`config.mk`:
```
export PLATFORM = sky130hd
export DESIGN_NAME = bus_result_monitor
export DESIGN_NICKNAME = d
export VERILOG_FILES = /design/src/rtl/bus_result_monitor.sv
export SDC_FILE = /design/constraint.sdc
export NUM_CORES = 1
export LEC_CHECK = 0
export ABC_AREA = 1
export BUFFER_PORTS_ARGS = -buffer_cell sky130_fd_sc_hd__buf_2
export CORE_AREA = 4 4 59 101
export CTS_BUF_LIST = sky130_fd_sc_hd__clkbuf_4
export DETAILED_ROUTE_END_ITERATION = 8
export DIE_AREA = 0 0 63 105
export PLACE_DENSITY_LB_ADDON = 0.08
export RECOVER_POWER = 25
export SLEW_MARGIN = 40
export SYNTH_ARGS = -nofsm -noshare
export SYNTH_HDL_FRONTEND = slang
export SYNTH_SLANG_ARGS = --single-unit
```
`constraint.sdc`:
```
create_clock -name ph2 -period 2.6 [get_ports ph2]
set_input_delay 0.26 -clock ph2 [delete_from_list [all_inputs] [get_ports ph2]]
set_output_delay 0.26 -clock ph2 [all_outputs]
set_load 0.02 [all_outputs]
```
`src/rtl/bus_result_monitor.sv`:
```
// bus_result_monitor: snoops CPU writes to a result address and a done address,
// enforces a run timeout and holds a sticky pass/fail verdict for a directed test.
module bus_result_monitor #(
  parameter logic [15:0] RESULT_ADDR    = 16'h0071,
  parameter logic [15:0] DONE_ADDR      = 16'h0072,
  parameter logic [7:0]  EXPECT         = 8'hFF,
  parameter int unsigned TIMEOUT_CYCLES = 140
) (
  input  logic        ph2,
  input  logic        reset,
  input  logic        start,
  input  logic [15:0] mem_adr,
  input  logic [7:0]  mem_data,
  input  logic        mem_we,
  output logic        done,
  output logic        pass,
  output logic        timed_out,
  output logic [7:0]  result_val,
  output logic        result_seen,
  output logic [7:0]  wr_count,
  output logic [15:0] cycle_count
);

  // Value cycle_count holds during the last RUN cycle before a forced finish.
  localparam logic [15:0] LAST_CYCLE = 16'(TIMEOUT_CYCLES - 1);

  typedef enum logic [1:0] {
    ST_IDLE,
    ST_RUN,
    ST_PASS,
    ST_FAIL
  } state_t;

  state_t      state_q, state_d;
  logic        done_q, done_d;
  logic        pass_q, pass_d;
  logic        timed_out_q, timed_out_d;
  logic [7:0]  result_val_q, result_val_d;
  logic        result_seen_q, result_seen_d;
  logic [7:0]  wr_count_q, wr_count_d;
  logic [15:0] cycle_count_q, cycle_count_d;

  logic       hit_r;
  logic       hit_d;
  logic       to_hit;
  logic       finish;
  logic       seen_next;
  logic [7:0] val_next;
  logic       pass_cond;

  // Bus decode and the post-update view the verdict is judged on, so a result
  // write landing on the finishing cycle still counts.
  always_comb begin
    hit_r     = mem_we & (mem_adr == RESULT_ADDR);
    hit_d     = mem_we & (mem_adr == DONE_ADDR);
    to_hit    = (cycle_count_q == LAST_CYCLE) & ~hit_d;
    finish    = hit_d | to_hit;
    seen_next = result_seen_q | hit_r;
    val_next  = hit_r ? mem_data : result_val_q;
    pass_cond = seen_next & (val_next == EXPECT);
  end

  // Next-state and counter logic; start wins over everything except reset and
  // discards any bus hit in the same cycle.
  always_comb begin
    state_d       = state_q;
    done_d        = done_q;
    pass_d        = pass_q;
    timed_out_d   = timed_out_q;
    result_val_d  = result_val_q;
    result_seen_d = result_seen_q;
    wr_count_d    = wr_count_q;
    cycle_count_d = cycle_count_q;

    if (start) begin
      state_d       = ST_RUN;
      done_d        = 1'b0;
      pass_d        = 1'b0;
      timed_out_d   = 1'b0;
      result_val_d  = 8'h00;
      result_seen_d = 1'b0;
      wr_count_d    = 8'h00;
      cycle_count_d = 16'h0000;
    end else begin
      case (state_q)
        ST_RUN: begin
          if (cycle_count_q != 16'hFFFF) begin
            cycle_count_d = cycle_count_q + 16'd1;
          end
          if (hit_r) begin
            result_val_d  = mem_data;
            result_seen_d = 1'b1;
            if (wr_count_q != 8'hFF) begin
              wr_count_d = wr_count_q + 8'd1;
            end
          end
          if (finish) begin
            state_d     = pass_cond ? ST_PASS : ST_FAIL;
            done_d      = 1'b1;
            pass_d      = pass_cond;
            timed_out_d = to_hit;
          end
        end
        default: ;
      endcase
    end
  end

  // State and output registers with synchronous reset.
  always_ff @(posedge ph2) begin
    if (reset) begin
      state_q       <= ST_IDLE;
      done_q        <= 1'b0;
      pass_q        <= 1'b0;
      timed_out_q   <= 1'b0;
      result_val_q  <= 8'h00;
      result_seen_q <= 1'b0;
      wr_count_q    <= 8'h00;
      cycle_count_q <= 16'h0000;
    end else begin
      state_q       <= state_d;
      done_q        <= done_d;
      pass_q        <= pass_d;
      timed_out_q   <= timed_out_d;
      result_val_q  <= result_val_d;
      result_seen_q <= result_seen_d;
      wr_count_q    <= wr_count_d;
      cycle_count_q <= cycle_count_d;
    end
  end

  assign done        = done_q;
  assign pass        = pass_q;
  assign timed_out   = timed_out_q;
  assign result_val  = result_val_q;
  assign result_seen = result_seen_q;
  assign wr_count    = wr_count_q;
  assign cycle_count = cycle_count_q;

endmodule

```
==> results.sh, run 1 <==
export IMPL_finalHoldViolations=0
export IMPL_power_ir_vdd_worst_mv=0.279
export IMPL_synth_lib_cells_used_distinct=30
export IMPL_power_share_clock_pct=30.6
export IMPL_worst_case_clock_skew_ps=14.8
export IMPL_worstSetupStartpointType="flop"
export IMPL_numCtsBuffers=5
export IMPL_drcViolationCount=0
export IMPL_synth_seq_cells=37
export IMPL_firstDrtPassIters=4
export IMPL_cts_htree_levels=2
export IMPL_static_leakage_power_nw=0.947
export IMPL_worstHoldStart="reset"
export IMPL_setup_ws_ps=780
export IMPL_grt_max_degree=19
export IMPL_cts_clock_pin_slew_for_the_worst_setup_and_hold_paths_ps=110
export IMPL_post_drt_wl_per_cell_um=13.2
export IMPL_seq_power_share_pct=62.3
export IMPL_slew_limit_headroom_pct=61.3
export IMPL_nets=384
export IMPL_worst_slew_pin_slew_ps=577
export IMPL_power_density_nw_per_um2=387
export IMPL_filler_cell_count=573
export IMPL_grt_overflow_total=0
export IMPL_antenna_found_initial=0
export IMPL_synthesis_area_um2=1990
export IMPL_whs_path_depth=2
export IMPL_setup_violations=0
export IMPL_antenna_diode_instance_count=0
export IMPL_regToRegStartpoint="cycle_count[1]"
export IMPL_detail_route_iter0_violations=60
export IMPL_timing_setup_tns_ps=0
export IMPL_max_cap_viol_count=0
export IMPL_power_switching_mw=0.227
export IMPL_ys_dominant_reg_cell="dfxtp_1"
export IMPL_total_count_of_max_transition_violations_in_the_final_report=0
export IMPL_buffer_ports_inserted=63
export IMPL_clock_root_buffer="clkbuf_4"
export IMPL_drt_wl_total_um=5370
export IMPL_synthesis_nets=318
export IMPL_viasPerCell=5.02
export IMPL_final_antenna_net_count=0
export IMPL_design_die_area_um2=6620
export IMPL_gr_usage_all_layers_pct=17.1
export IMPL_core_area_um2=5210
export IMPL_clk_insertion_delay_late_ps=340
export IMPL_r2r_setup_slack_ps=780
export IMPL_portion_of_the_clock_cycle_consumed_by_the_worst_path_in_the_final_layout_pct=70.0
export IMPL_synth_largest_type_area_fraction_pct=37.3
export IMPL_p_sw_share_pct=24.9
export IMPL_crit_path_category="flop to flop"
export IMPL_finalWeightedCongestion=0.900
export IMPL_pin_count=64
export IMPL_min_delay_path_class="input port to flop"
export IMPL_critical_path_arrival_ps=2100
export IMPL_worst_path_max_fanout=14
export IMPL_grt_first_pass_wirelength_um=9080
export IMPL_number_of_synthesized_flops_with_an_enable_pin=0
export IMPL_timing_reg2reg_worst_path_depth=13
export IMPL_synthCells=288
export IMPL_dpl_worst_slack_ps=769
export IMPL_detailroute_via_count=2049
export IMPL_asyncSetResetFlopFracSynth_pct=0
export IMPL_cell_internal_pwr_mw=0.687
export IMPL_post_route_cells_drive_above_1_share_pct=21.0
export IMPL_netlist_top_cell_by_area="dfxtp_1"
export IMPL_run_status="completed"
export IMPL_ctsHoldBuffers=0
export IMPL_syn_avg_cell_area_um2=6.90
export IMPL_end_kind="flop"
export IMPL_setup_repair_after_global_routing_missed_its_margin="no"
export IMPL_finalCriticalPeriod_ps=1820
export IMPL_dp_hpwl_um=4260
export IMPL_synth_top_cells_by_area="dfxtp_1 37%, nand2_1 11%, nor2_1 9.1%, a21oi_1 5.5%, nand3_1 5.5%"
export IMPL_chipWidth_um=63
export IMPL_rows=35
export IMPL_worst_hold_path_endpoint="state_q[0]"
export IMPL_clock_tree_from_tritoncts="done"
export IMPL_required_ps=2880
export IMPL_cts_path_max_buffers=2
export IMPL_p_comb_share_pct=7.1
export IMPL_synth_seq_area_share_pct=37.3
export IMPL_post_cts_resized=0
export IMPL_post_cts_setup_buffer_count=0
export IMPL_r2r_end="cycle_count[11]"
export IMPL_clock_fmax_ghz=0.549
export IMPL_via_count_of_the_first_global_routing_pass=1999
export IMPL_yosysWarningCount=0
export IMPL_syn_to_final_growth_pct=18.8
export IMPL_clock_sinks=37
export IMPL_initial_utilization_pct=38.2
export IMPL_height_of_the_die_um=105
## logic make-up after synthesis
family	after synthesis	synth area share, %
AOI/OAI and AO/OA	43	11.6
xor gates and xnor gates	12	5.29
adders and majority gates	2	1.26
buffers and inverters	37	7.99
DFF	37	37.3
and+or+nand+nor	157	36.6
## worst max-delay path, cell delays in order, from the launching register on
cell and delay (ps):
dfxtp_1 410, ha_1 200, nand2_2 80, inv_1 60, nand2_1 70, nor2_1 120, nand3_1 90, nand2_2 220
inv_2 160, nand2_1 120, nor2_1 60, nand2_1 50, nand2_1 40, nor2_1 80
## layout by cell type (no fill, tap or decap)
master,n
nor2_1,48
o21a_1,1
dfxtp_1,37
nor2_2,4
nand3_1,22
xor2_1,6
clkbuf_4,5
xnor2_1,6
a21oi_1,22
nor4_2,1
clkinv_2,1
nor3_4,1
nor2_4,3
nand3_2,2
ha_1,2
clkbuf_1,18
buf_2,45
o21ai_1,1
o21bai_1,2
buf_4,1
a211oi_1,2
nand2_2,5
nor3_1,5
clkinv_1,1
o21ai_0,14
inv_2,3
nand2_1,59
nand4_1,5
nor3_2,2
inv_1,28
a21oi_2,1
## through the flow
| stage | hold WS [ps] | cell area (um^2) | cells | power, mW | util (%) |
|---|---|---|---|---|---|
| 6_report | 96.9 | 2360 | 408 | 0.914 | 45.3 |
| 5_1_grt | 90.6 | 2360 | 408 | 0.957 | 45.3 |
| 4_1_cts | 87.4 | 2380 | 408 | 0.931 | 45.7 |
| 3_5_place_dp | 460 | 2340 | 402 | 0.648 | 44.9 |
| 3_3_place_gp | 451 | 2340 | 402 | 0.648 | 44.9 |
| 2_1_floorplan | 329 | 1990 | 288 | 0.618 | - |
## cell type report
cell class              instances  area (um^2)  share of cell area [%]
multi-input cells             214         1090                    46.1
flip-flops and latches         37          741                    31.4
repair buffers                 64          300                    12.7
inverters                      32          120                    5.09
well taps                      55         68.8                    2.91
clock buffers                   5         37.5                    1.59
clock inverters                 1         5.00                   0.212
## power groups by stage
stage / clock [mW] / combinational, mW / sequential, mW
final: 0.280 / 0.0647 / 0.570
after CTS: 0.295 / 0.0657 / 0.570
after global placement: 0 / 0.0648 / 0.583
after detailed placement: 0 / 0.0655 / 0.583
after floorplan: 0 / 0.0340 / 0.584
after global routing: 0.314 / 0.0732 / 0.570
## cells in the mapped netlist, types with 3 or more instances
master and count:
nand2_1 59, nor2_1 48, dfxtp_1 37, inv_1 28, a21oi_1 22, nand3_1 22, o21ai_0 14, xnor2_1 6
xor2_1 6, nand2_2 5, nand4_1 5, nor3_1 5, nor2_2 4, inv_2 3, nor2_4 3
## routing by layer
metal  global-route usage, %  vias up  wire, um
met5                       0        -         0
met1                    17.0      924      1970
li1                        -     1059         -
met4                    8.06        0       178
met3                    3.12       10       261
met2                    33.0       56      2970
## worst max path at each step
stage | startpoint | to | cells after the start
finish | cycle_count[1] | cycle_count[11] | 13
global route | cycle_count[1] | cycle_count[11] | 13
CTS | cycle_count[1] | cycle_count[11] | 13
detailed placement | cycle_count[0] | cycle_count[11] | 13
global placement | cycle_count[0] | cycle_count[11] | 13
floorplan | cycle_count[1] | cycle_count[8] | 13
## registers in the layout, indices dropped and copies added, names as in the netlist
register / cells
cycle_count: 16
result_val: 8
wr_count: 8
done: 1
pass: 1
result_seen: 1
state_q: 1
timed_out: 1
Power figures use the tool's default switching activity.
==> inputs of run 2 (changes only) <==
- ABC_AREA: 1 -> 0
- CORE_AREA: 4 4 59 101 -> 4 4 56 96
- DIE_AREA: 0 0 63 105 -> 0 0 60 100
- clock period: 2.6 -> 1.8 ns (I/O delays scaled with it)
==> run 2 against run 1 <==
Effect of this change:
- combinational power up 43%
- clock skew rose by 0.81 ps
- utilization up 8.9 points
- die area fell by 9.3%
- via count is 6.0% lower
- fmax rose by 4.9%
- largest power group unchanged
==> results.sh, run 2 <==
export IMPL_run_status="completed"
export IMPL_grt_overflow_total=0
export IMPL_final_antenna_net_count=0
export IMPL_worst_case_clock_skew_ps=15.6
export IMPL_worstSetupStartpoint="cycle_count[4]"
export IMPL_synthesis_nets=246
export IMPL_finalHoldViolations=0
export IMPL_viasPerCell=5.31
export IMPL_post_cts_setup_buffer_count=0
export IMPL_ys_dominant_reg_cell="dfxtp_1"
export IMPL_r2r_end="cycle_count[11]"
export IMPL_drt_wl_total_um=5200
export IMPL_height_of_the_die_um=100
export IMPL_synthCells=216
export IMPL_drcViolationCount=0
export IMPL_timing_reg2reg_worst_path_depth=6
export IMPL_synth_seq_area_share_pct=40.9
export IMPL_post_drt_wl_per_cell_um=14.3
export IMPL_numCtsBuffers=5
export IMPL_clock_root_buffer="clkbuf_4"
export IMPL_max_cap_viol_count=0
export IMPL_clock_tree_from_tritoncts="done"
export IMPL_largest_reg_flops=16
export IMPL_cts_clock_pin_slew_for_the_worst_setup_and_hold_paths_ps=120
export IMPL_required_ps=2030
export IMPL_dpl_cell_area_um2=2420
export IMPL_worstSetupStartpointType="flop"
export IMPL_buffer_ports_inserted=63
export IMPL_critical_path_arrival_ps=1970
export IMPL_design_die_area_um2=6000
export IMPL_antenna_found_initial=0
export IMPL_synth_lib_cells_used_distinct=42
export IMPL_ctsHoldBuffers=0
export IMPL_asyncSetResetFlopFracSynth_pct=0
export IMPL_setup_violations=0
export IMPL_crit_path_category="flop to flop"
export IMPL_clk_insertion_delay_late_ps=350
export IMPL_finalWeightedCongestion=0.776
export IMPL_netlist_top_cell_by_area="dfxtp_1"
export IMPL_critical_path_slowest_cell="a2111oi_2"
export IMPL_fin_worst_hold_slack_ps=76.8
export IMPL_cts_htree_levels=2
export IMPL_whs_path_depth=3
export IMPL_synth_top_cells_by_count="37 x dfxtp_1, 33 x nor2_1, 17 x a21oi_1, 17 x nand2_1, 13 x xnor2_1"
export IMPL_clock_fmax_ghz=0.576
export IMPL_min_delay_path_class="input port to flop"
export IMPL_antenna_diode_instance_count=0
export IMPL_setup_repair_after_global_routing_missed_its_margin="yes"
export IMPL_grt_first_pass_wirelength_um=8110
export IMPL_detailroute_via_count=1926
export IMPL_portion_of_the_clock_cycle_consumed_by_the_worst_path_in_the_final_layout_pct=96.4
export IMPL_gr_usage_all_layers_pct=17.5
export IMPL_post_route_cells_drive_above_1_share_pct=33.4
export IMPL_total_count_of_max_transition_violations_in_the_final_report=0
export IMPL_grt_max_degree=29
export IMPL_worst_path_largest_cell_delay_ps=470
export IMPL_most_frequent_standard_cell_in_the_layout_excluding_fill_and_tap_cells="buf_2"
export IMPL_finalCriticalPeriod_ps=1740
export IMPL_syn_to_final_growth_pct=38.5
export IMPL_timing_setup_tns_ps=0
export IMPL_pin_count=64
export IMPL_regToRegStartpoint="cycle_count[4]"
export IMPL_power_ir_vdd_worst_mv=0.586
export IMPL_firstDrtPassIters=4
export IMPL_static_leakage_power_nw=1.00
export IMPL_synth_largest_type_area_fraction_pct=40.9
export IMPL_layout_common_cells="48 x buf_2, 35 x dfxtp_1, 35 x buf_4"
export IMPL_slew_limit_headroom_pct=62.2
export IMPL_layout_cell_area_non_filler_um2=2510
export IMPL_crit_path_cell_trace="and3_1 -> nand4_1 -> a2111oi_2 -> buf_4 -> xnor2_1 -> nor2_1"
export IMPL_dp_hpwl_um=4050
export IMPL_worst_hold_path_endpoint="result_val[2]"
export IMPL_post_layout_total_power_mw=1.51
export IMPL_initial_utilization_pct=39.1
export IMPL_dpl_worst_slack_ps=-103
export IMPL_synthesis_area_um2=1810
export IMPL_r2r_setup_slack_ps=60
export IMPL_core_area_um2=4620
export IMPL_cts_path_max_buffers=2
export IMPL_filler_cell_count=481
export IMPL_end_kind="flop"
export IMPL_synth_seq_cells=37
export IMPL_synth_top_cells_by_area="dfxtp_1 41%, nor2_1 6.8%, xnor2_1 6.3%, a21oi_1 4.7%, nand2_1 3.5%"
export IMPL_yosys_cell_count_top_type="dfxtp_1"
export IMPL_worst_path_max_fanout=5
export IMPL_chipWidth_um=60
export IMPL_worst_slew_pin_slew_ps=567
export IMPL_syn_avg_cell_area_um2=8.38
export IMPL_setup_ws_ps=64.5
export IMPL_worstHoldStart="mem_data[2]"
export IMPL_nets=340
export IMPL_detail_route_iter0_violations=62
export IMPL_clock_sinks=37
export IMPL_number_of_synthesized_flops_with_an_enable_pin=0
export IMPL_yosysWarningCount=0
export IMPL_power_density_nw_per_um2=601
export IMPL_via_count_of_the_first_global_routing_pass=1860
export IMPL_rows=33
==> run 2: timing repair <==
action	in CTS	in global routing
resized for setup	3	5
endpoints found under the setup margin	3	6
endpoints found under the hold margin	0	0
pin swaps	0	3
==> run 2: logic make-up after synthesis <==
kind of cell | share of synthesized area (%)
muxes | 1.66
DFF | 40.9
and+or+nand+nor | 31.4
xor gates and xnor gates | 6.78
buffers and inverters | 2.97
AOI/OAI and AO/OA | 14.9
adders and majority gates | 1.38
==> run 2: area by class of cell <==
class	instances	area [um^2]	area share (%)
timing repair buffer	98	559	22.3
clock buffer	6	45.0	1.80
clock inverter	2	33.8	1.35
inverter	1	3.75	0.150
tap	52	65.1	2.60
multi-input combinational	167	1050	42.0
sequential	37	746	29.8
==> run 2: worst max path at each step <==
stage          depth (start not counted)  slack (ps)         endpoint
5_1_grt                                6         -40  cycle_count[11]
3_3_place_gp                           6         -80      wr_count[5]
2_1_floorplan                          7         -30      wr_count[7]
6_report                               6          60  cycle_count[11]
3_5_place_dp                           6        -100      wr_count[7]
4_1_cts                                6          30      wr_count[5]
==> run 2: critical path, delay by kind of cell, from the launching register on <==
family / cells / cell delay (ps)
compound gates: 1 / 470
xor+xnor: 1 / 100
buf+inv: 1 / 180
flops: 1 / 360
simple gates: 3 / 520
==> run 2: stage by stage <==
| step | instances | util, % |
|---|---|---|
| after CTS | 363 | 54.3 |
| final | 363 | 54.2 |
| after floorplan | 216 | - |
| after global routing | 363 | 54.2 |
| after detailed placement | 355 | 52.3 |
| after global placement | 355 | 52.3 |
==> run 2: per-layer routing <==
| metal | vias up | global-route usage [%] | wire (um) |
|---|---|---|---|
| met5 | - | 0 | 0 |
| met4 | 0 | 7.17 | 112 |
| met3 | 9 | 3.09 | 221 |
| met2 | 45 | 34.8 | 2940 |
| met1 | 896 | 16.2 | 1930 |
| li1 | 976 | - | - |
==> run 2: where the power goes <==
group / switching (mW) / internal [mW]
Sequential: 0.00230 / 0.820
Clock: 0.287 / 0.304
Combinational: 0.0480 / 0.0443
